==> config.mk <==
export PLATFORM = sky130hd
export DESIGN_NAME = common_dffcam_ctrl_1i1l
export DESIGN_NICKNAME = d
export VERILOG_FILES = /design/src/rtl/common_dffcam_ctrl_1i1l.sv
export SDC_FILE = /design/constraint.sdc
export NUM_CORES = 1
export LEC_CHECK = 0
export CAP_MARGIN = 20
export CORE_AREA = 4 4 73 109
export CTS_CLUSTER_SIZE = 40
export DETAILED_ROUTE_END_ITERATION = 12
export DIE_AREA = 0 0 77 113
export PLACE_DENSITY = 0.74
export SYNTH_ARGS = -nofsm -noshare
export SYNTH_HDL_FRONTEND = slang
export SYNTH_SLANG_ARGS = --single-unit
==> constraint.sdc <==
create_clock -name clk -period 3.43 [get_ports clk]
set_input_delay 0.686 -clock clk [delete_from_list [all_inputs] [get_ports clk]]
set_output_delay 0.686 -clock clk [all_outputs]
set_load 0.1 [all_outputs]
==> src/rtl/common_dffcam_ctrl_1i1l.sv <==
// Allocation and query-scheduling controller for a one-hot-addressed DFF CAM.
// Owns the valid bits, picks free/round-robin victims, and shares the query port with lookups.
//
// state   | meaning
// S_IDLE  | ready for a new insert
// S_CHECK | query port probes the captured key for a duplicate
// S_WRITE | writes the captured key into the chosen entry
module common_dffcam_ctrl_1i1l #(
  parameter int CAM_DEPTH = 8,
  parameter int CAM_WIDTH = 8
) (
  input  logic                             clk,
  input  logic                             reset,
  input  logic                             ins_valid,
  output logic                             ins_ready,
  input  logic [CAM_WIDTH-1:0]             ins_key,
  output logic                             ins_resp_valid,
  output logic [CAM_DEPTH-1:0]             ins_resp_idx_1h,
  output logic                             ins_resp_hit,
  output logic                             ins_resp_evict,
  input  logic                             lkp_valid,
  output logic                             lkp_ready,
  input  logic [CAM_WIDTH-1:0]             lkp_key,
  output logic                             lkp_resp_valid,
  output logic                             lkp_resp_hit,
  output logic [CAM_DEPTH-1:0]             lkp_resp_idx_1h,
  input  logic                             inv_valid,
  input  logic [CAM_DEPTH-1:0]             inv_idx_1h,
  input  logic                             flush,
  output logic                             cam_wen,
  output logic [CAM_DEPTH-1:0]             cam_waddr_1h,
  output logic [CAM_WIDTH-1:0]             cam_wdata,
  output logic [CAM_DEPTH-1:0]             cam_dvalid,
  output logic [CAM_WIDTH-1:0]             cam_qdata,
  input  logic [CAM_DEPTH-1:0]             cam_qaddr_1h,
  output logic [$clog2(CAM_DEPTH+1)-1:0]   count,
  output logic                             full
);

  localparam int CNT_W = $clog2(CAM_DEPTH + 1);
  localparam logic [CAM_DEPTH-1:0] ONE = CAM_DEPTH'(1);

  typedef enum logic [1:0] {S_IDLE, S_CHECK, S_WRITE} state_t;

  state_t               r_state, w_state_nxt;
  logic [CAM_DEPTH-1:0] r_valid, r_rr_ptr, r_target;
  logic                 r_evict;
  logic [CAM_WIDTH-1:0] r_key_q;

  logic [CAM_DEPTH-1:0] w_inv_mask, w_valid_eff, w_match, w_match_low, w_free_low;
  logic [CAM_DEPTH-1:0] w_valid_nxt;
  logic                 w_all_valid, w_ins_acc, w_lkp_acc, w_hit;
  logic [CNT_W-1:0]     w_count;

  // Entries being invalidated this cycle are neither matches nor occupied for allocation.
  assign w_inv_mask  = inv_valid ? inv_idx_1h : '0;
  assign w_valid_eff = r_valid & ~w_inv_mask;
  assign w_match     = cam_qaddr_1h & w_valid_eff;
  assign w_match_low = w_match & (~w_match + ONE);
  assign w_free_low  = ~w_valid_eff & (w_valid_eff + ONE);
  assign w_all_valid = &w_valid_eff;
  assign w_hit       = |w_match;

  assign ins_ready = (r_state == S_IDLE) & ~flush;
  assign lkp_ready = (r_state != S_CHECK) & ~flush;
  assign w_ins_acc = ins_valid & ins_ready;
  assign w_lkp_acc = lkp_valid & lkp_ready;

  assign cam_wen      = (r_state == S_WRITE);
  assign cam_waddr_1h = cam_wen ? r_target : '0;
  assign cam_wdata    = r_key_q;
  assign cam_qdata    = (r_state == S_CHECK) ? r_key_q : lkp_key;
  assign cam_dvalid   = r_valid;
  assign full         = &r_valid;
  assign count        = w_count;

  always_comb begin
    w_count = '0;
    for (int i = 0; i < CAM_DEPTH; i++) w_count = w_count + CNT_W'(r_valid[i]);
  end

  always_comb begin
    w_state_nxt = r_state;
    case (r_state)
      S_IDLE:  if (w_ins_acc) w_state_nxt = S_CHECK;
      S_CHECK: w_state_nxt = w_hit ? S_IDLE : S_WRITE;
      S_WRITE: w_state_nxt = S_IDLE;
      default: w_state_nxt = S_IDLE;
    endcase
    if (flush) w_state_nxt = S_IDLE;
  end

  // Per-entry priority: flush clear over write set over invalidate clear.
  always_comb begin
    w_valid_nxt = r_valid & ~w_inv_mask;
    if (r_state == S_WRITE) w_valid_nxt = w_valid_nxt | r_target;
    if (flush) w_valid_nxt = '0;
  end

  always_ff @(posedge clk or negedge reset) begin
    if (!reset) begin
      r_state  <= S_IDLE;
      r_valid  <= '0;
      r_rr_ptr <= ONE;
      r_target <= '0;
      r_evict  <= 1'b0;
      r_key_q  <= '0;
    end else begin
      r_state <= w_state_nxt;
      r_valid <= w_valid_nxt;
      if (w_ins_acc) r_key_q <= ins_key;
      if (r_state == S_CHECK && !w_hit) begin
        r_target <= w_all_valid ? r_rr_ptr : w_free_low;
        r_evict  <= w_all_valid;
      end
      if (flush)
        r_rr_ptr <= ONE;
      else if (r_state == S_WRITE && r_evict)
        r_rr_ptr <= {r_rr_ptr[CAM_DEPTH-2:0], r_rr_ptr[CAM_DEPTH-1]};
    end
  end

  always_ff @(posedge clk or negedge reset) begin
    if (!reset) begin
      ins_resp_valid  <= 1'b0;
      ins_resp_idx_1h <= '0;
      ins_resp_hit    <= 1'b0;
      ins_resp_evict  <= 1'b0;
      lkp_resp_valid  <= 1'b0;
      lkp_resp_hit    <= 1'b0;
      lkp_resp_idx_1h <= '0;
    end else begin
      ins_resp_valid  <= 1'b0;
      ins_resp_idx_1h <= '0;
      ins_resp_hit    <= 1'b0;
      ins_resp_evict  <= 1'b0;
      if (!flush && r_state == S_CHECK && w_hit) begin
        ins_resp_valid  <= 1'b1;
        ins_resp_idx_1h <= w_match_low;
        ins_resp_hit    <= 1'b1;
      end else if (!flush && r_state == S_WRITE) begin
        ins_resp_valid  <= 1'b1;
        ins_resp_idx_1h <= r_target;
        ins_resp_evict  <= r_evict;
      end
      lkp_resp_valid  <= w_lkp_acc;
      lkp_resp_hit    <= w_lkp_acc & |(cam_qaddr_1h & r_valid);
      lkp_resp_idx_1h <= w_lkp_acc ? (cam_qaddr_1h & r_valid) : '0;
    end
  end

endmodule

* Word level (Yosys, flattened, before mapping)
Cells that the tools add are included.
** Word-level totals
- Register bits after elaboration :: 56
- Input port bits :: 38
- Output and inout port bits :: 61
- Logic and storage cells :: 74
** Operators by class
- $add $sub $neg :: 9
- Eq/ne operators :: 4
- Mux-type cells :: 20
- Bitwise logic cells :: 15
- Reduce and logical (&&, ||, !) cells :: 13
** Operators with widths (number)
- $mux 8 :: 11
- $and 8x8->8 :: 5
- $not 8->8 :: 3
- $add 4x1->4 :: 4
- $add 8x1->8 const B :: 2
- $reduce_and 8->1 :: 2
- $reduce_or 8->1 :: 2
- $or 8x8->8 :: 1
- $mux 2 :: 3
- $and 1x1->1 :: 5
- $logic_and 1x1->1 :: 5
- $mux 1 :: 5
- $add 3x1->4 :: 1
- $pmux 2 s2 :: 1
- $add 2x1->3 :: 1
- $ne 3x3->1 const B :: 1
- $add 1x1->2 :: 1
- $eq 2x1->1 const B :: 1
- $eq 2x2->1 const B :: 1
- $logic_not 1->1 :: 2
- $logic_not 2->1 :: 1
- $ne 2x1->1 const B :: 1
- $reduce_bool 2->1 :: 1
- $not 1->1 :: 1

* Logic depth before layout (Yosys ltp)
- Depth after elaboration :: 8
- Gate-level depth with buffers :: 9
- Gate-level depth less buffers :: 9

* Worst setup path after synthesis
Ideal clock, no wire load.
- Kind :: register to output
- Start point :: register r_valid[0] (netlist: cam_dvalid[0])
- End point :: output port count[2]
- Arrival :: 4676 ps
- Data required time :: 2744 ps
- Path slack :: -1932 ps
- Stages on the path, launching flop included :: 10
- Buffers on the path :: 0
- Cell sequence :: dfrtp_1 -> fa_1 -> inv_1 -> fa_1 -> fa_1 -> inv_1 -> ha_1 -> inv_1 -> fa_1 -> xnor2_1
** On the way
- Word-level cells in the longest chain between the ends :: 7
** Ends and longest elaborated chain
- start: declaration :: line 46 : logic [CAM_DEPTH-1:0] r_valid, r_rr_ptr, r_target;
- start signal: assignment :: line 110 : r_valid <= w_valid_nxt;
- $add 1x1->2 :: line 79 : for (int i = 0; i < CAM_DEPTH; i++) w_count = w_count + CNT_W'(r_valid[i]);
- $add 2x1->3 :: line 79
- $add 3x1->4 :: line 79
- $add 4x1->4 (4 in series) :: line 79
- end: declaration :: line 36 : output logic [$clog2(CAM_DEPTH+1)-1:0] count,
Every way passes these cells.

* Final worst setup path
- Start point :: register r_valid[0] (netlist: cam_dvalid[0])
- End point :: output port count[1]
The elaborated chain is that of the path after synthesis.

==> impl_metrics.tcl <==
set metrics [dict create \
    run_status "finished with violations" \
    violations "negative setup slack" \
    wl_um 7860 \
    fillers 607 \
    vdd_drop_max_mv 0.276 \
    p_per_area_mw_per_mm2 383 \
    setup_tns_ns -1.73 \
    hold_viol 0 \
    clkSinkCount 56 \
    regArea_mm2 0.00141 \
    place_congestion 0.850 \
    portBuffers 98 \
    synth_area_leaders "dfrtp_1, mux2_2, nand2_1" \
    holdWs_ns 0.459 \
    fmaxAchievable_ghz 0.246 \
    cp.arrival_ns 3.37 \
    cp-start-kind "register" \
    crit_path_end_kind "primary output" \
    cts_max_level 2 \
    dp_hpwl_um 6200 \
    grt_pass1_vias 2554 \
    die_w_um 77 \
    root_buffer "clkbuf_8" \
    n_antenna_cell 0 \
    avgRoutedWirePerCell_um 16.6 \
    final_common_cell "nand2_1" \
    cts_hold_buf 0 \
    rows 38 \
    ys_ff_latch 56 \
    antenna_left 0 \
    grt_max_degree 38 \
    antenna_found_initial 0 \
    track_usage 0.185 \
    cts_tree "done" \
    worstMarginPinSlew_ns 0.994 \
    vias_per_cell 5.26 \
    overflow 0 \
    fin_ws_ns -0.631 \
    drc_errors 0 \
    slew_violations 0 \
    core-area_mm2 0.00708 \
    cts_max_path_buffers 2 \
    multi_input_area_mm2 0.00126 \
    synthDistinctLibCells 40 \
    slew_headroom 0.335 \
    skew_ns 0.0109 \
    leakagePower_nw 1.89 \
    crit_type "reg -> out" \
    drt_iter0_markers 120 \
    yosys_warnings 0 \
    dieArea_mm2 0.00870 \
    drive_gt1_frac 0.281 \
    synth_top_cell_area_share 0.505 \
    dr.pass1.iters 4 \
    clk_latency_ns 0.32 \
    cts.clk_slew.worst_paths_ns 0.11 \
    min_period_ns 4.06 \
    hold_class "in -> async" \
    fin_nets 437 \
    cts_buffers 5 \
    ys_seq_area_frac 0.514 \
    crit_fanout 2 \
    maxCapViolations 0 \
    grt_first_pass_wirelength_um 12600 \
    setup_violations 4 \
    rsz0062_at_grt "true" \
    synth_area_leader_cell "dfrtp_1" \
    fin_crit_sh 1.18 \
    area_growth_pct 51.6 \
    synth.avg_cell_area_um2 9.81 \
    synth_fp_nets 324 \
    synth_area_mm2 0.00273 \
    required_ns 2.74 \
    initial_utilization 0.385 \
    syn_inst 278 \
    vias 2483 \
    die_h_um 113 \
    ios 99 \
    final_cell_mix "nand2_1, clkdlybuf4s50_1, dfrtp_1, buf_4, a21oi_1" \
]
registers in the layout (all words and copies together) (netlist names):
register,count
cam_dvalid,8
cam_wdata,8
ins_resp_idx_1h,8
lkp_resp_idx_1h,8
r_rr_ptr,8
r_target,8
r_state,2
ins_resp_evict,1
ins_resp_hit,1
ins_resp_valid,1
lkp_resp_hit,1
lkp_resp_valid,1
r_evict,1
stage by stage:
stage	instance area (µm²)	utilization	worst slack, ns	instances	power, mW
floorplan	2780	-	-0.628	278	1.04
global placement	3990	0.563	-0.247	461	1.22
detailed placement	3990	0.563	-0.305	461	1.23
CTS	4120	0.581	-0.642	470	1.60
global route	4130	0.584	-0.704	472	1.64
finish	4130	0.584	-0.631	472	1.58
final timing paths:
path | start | to | slack [ns] | depth (start not counted)
setup reg to reg | cam_dvalid[0]$_DFF_PN0_ | r_target[7]$_DFFE_PN0P_ | 1.10 | 7
hold / removal | reset | r_target[2]$_DFFE_PN0P_ | 0.46 | 1
min in group clk | r_rr_ptr[0]$_DFFE_PN1P_ | r_rr_ptr[0]$_DFFE_PN1P_ | 0.51 | 2
setup / recovery | cam_dvalid[0]$_DFF_PN0_ | count[1] | -0.63 | 10
max in group asynchronous | reset | cam_wdata[5]$_DFFE_PN0P_ | 2.20 | 2
hold reg to reg | r_rr_ptr[0]$_DFFE_PN1P_ | r_rr_ptr[0]$_DFFE_PN1P_ | 0.51 | 2
cells in the mapped netlist:
cell / number
nand3_1: 9
a22oi_1: 1
nor4bb_1: 1
or2_2: 1
nand2_1: 57
mux2_2: 21
a222oi_1: 1
a22o_1: 1
o2111ai_1: 1
and3_1: 1
o2bb2ai_1: 2
clkbuf_1: 8
nor3b_1: 2
a21oi_1: 25
inv_1: 21
nor3_1: 7
nor2_4: 1
nand3b_1: 2
nand2_2: 1
a32o_1: 1
o31ai_1: 1
nor2_1: 14
o41ai_1: 3
nand4_1: 5
ha_1: 4
xnor2_1: 1
nand3_2: 1
or4bb_1: 1
fa_1: 4
buf_1: 1
buf_6: 1
dfrtp_1: 55
o21ai_0: 8
a31oi_1: 1
a2bb2oi_1: 1
and3_2: 1
and2_1: 5
a41oi_1: 1
nor2b_1: 5
dfstp_2: 1
cell type report:
type                       count  share of cell area
timing repair buffer         116               0.287
tap                           80              0.0242
sequential                    56               0.341
inverter                      21              0.0200
clock inverter                 3             0.00515
clock buffer                   5              0.0166
multi-input combinational    191               0.306
critical path, cell delays in order, from the launching register on:
cell and delay, ns:
dfrtp_4 0.49, fa_1 0.53, inv_1 0.05, fa_1 0.50, fa_2 0.44, inv_2 0.08, ha_4 0.13, inv_2 0.04
fa_2 0.54, clkinvlp_4 0.10, buf_12 0.17
cells by family after synthesis:
kind of cell | count (synthesis) | synth area share
xor+xnor | 1 | 0.00321
compound gates | 47 | 0.105
mux | 21 | 0.0867
fa+ha+maj | 8 | 0.0477
flops | 56 | 0.514
buf+inv | 31 | 0.0454
simple gates | 114 | 0.198
power by group:
group          internal [mW]  leakage [nW]  total [mW]  switching (mW)
clock                  0.145        0.0445       0.368           0.223
combinational          0.164          1.09       0.514           0.350
sequential             0.684         0.748       0.701          0.0170
total                  0.993          1.89        1.58           0.590
routing by layer:
metal / up-vias / track usage / routed length (µm)
met5: - / 0 / 0
met2: 88 / 0.345 / 4450
met1: 1208 / 0.211 / 2900
met3: 11 / 0.0295 / 326
met4: 0 / 0.0665 / 183
li1: 1176 / - / -
what timing repair did:
item                       CTS  global route
setup endpoints to repair    4             4
gates resized for setup      7             1
setup buffers                1             2
pin swaps                    2             1
(Power assumes the default switching activity.)
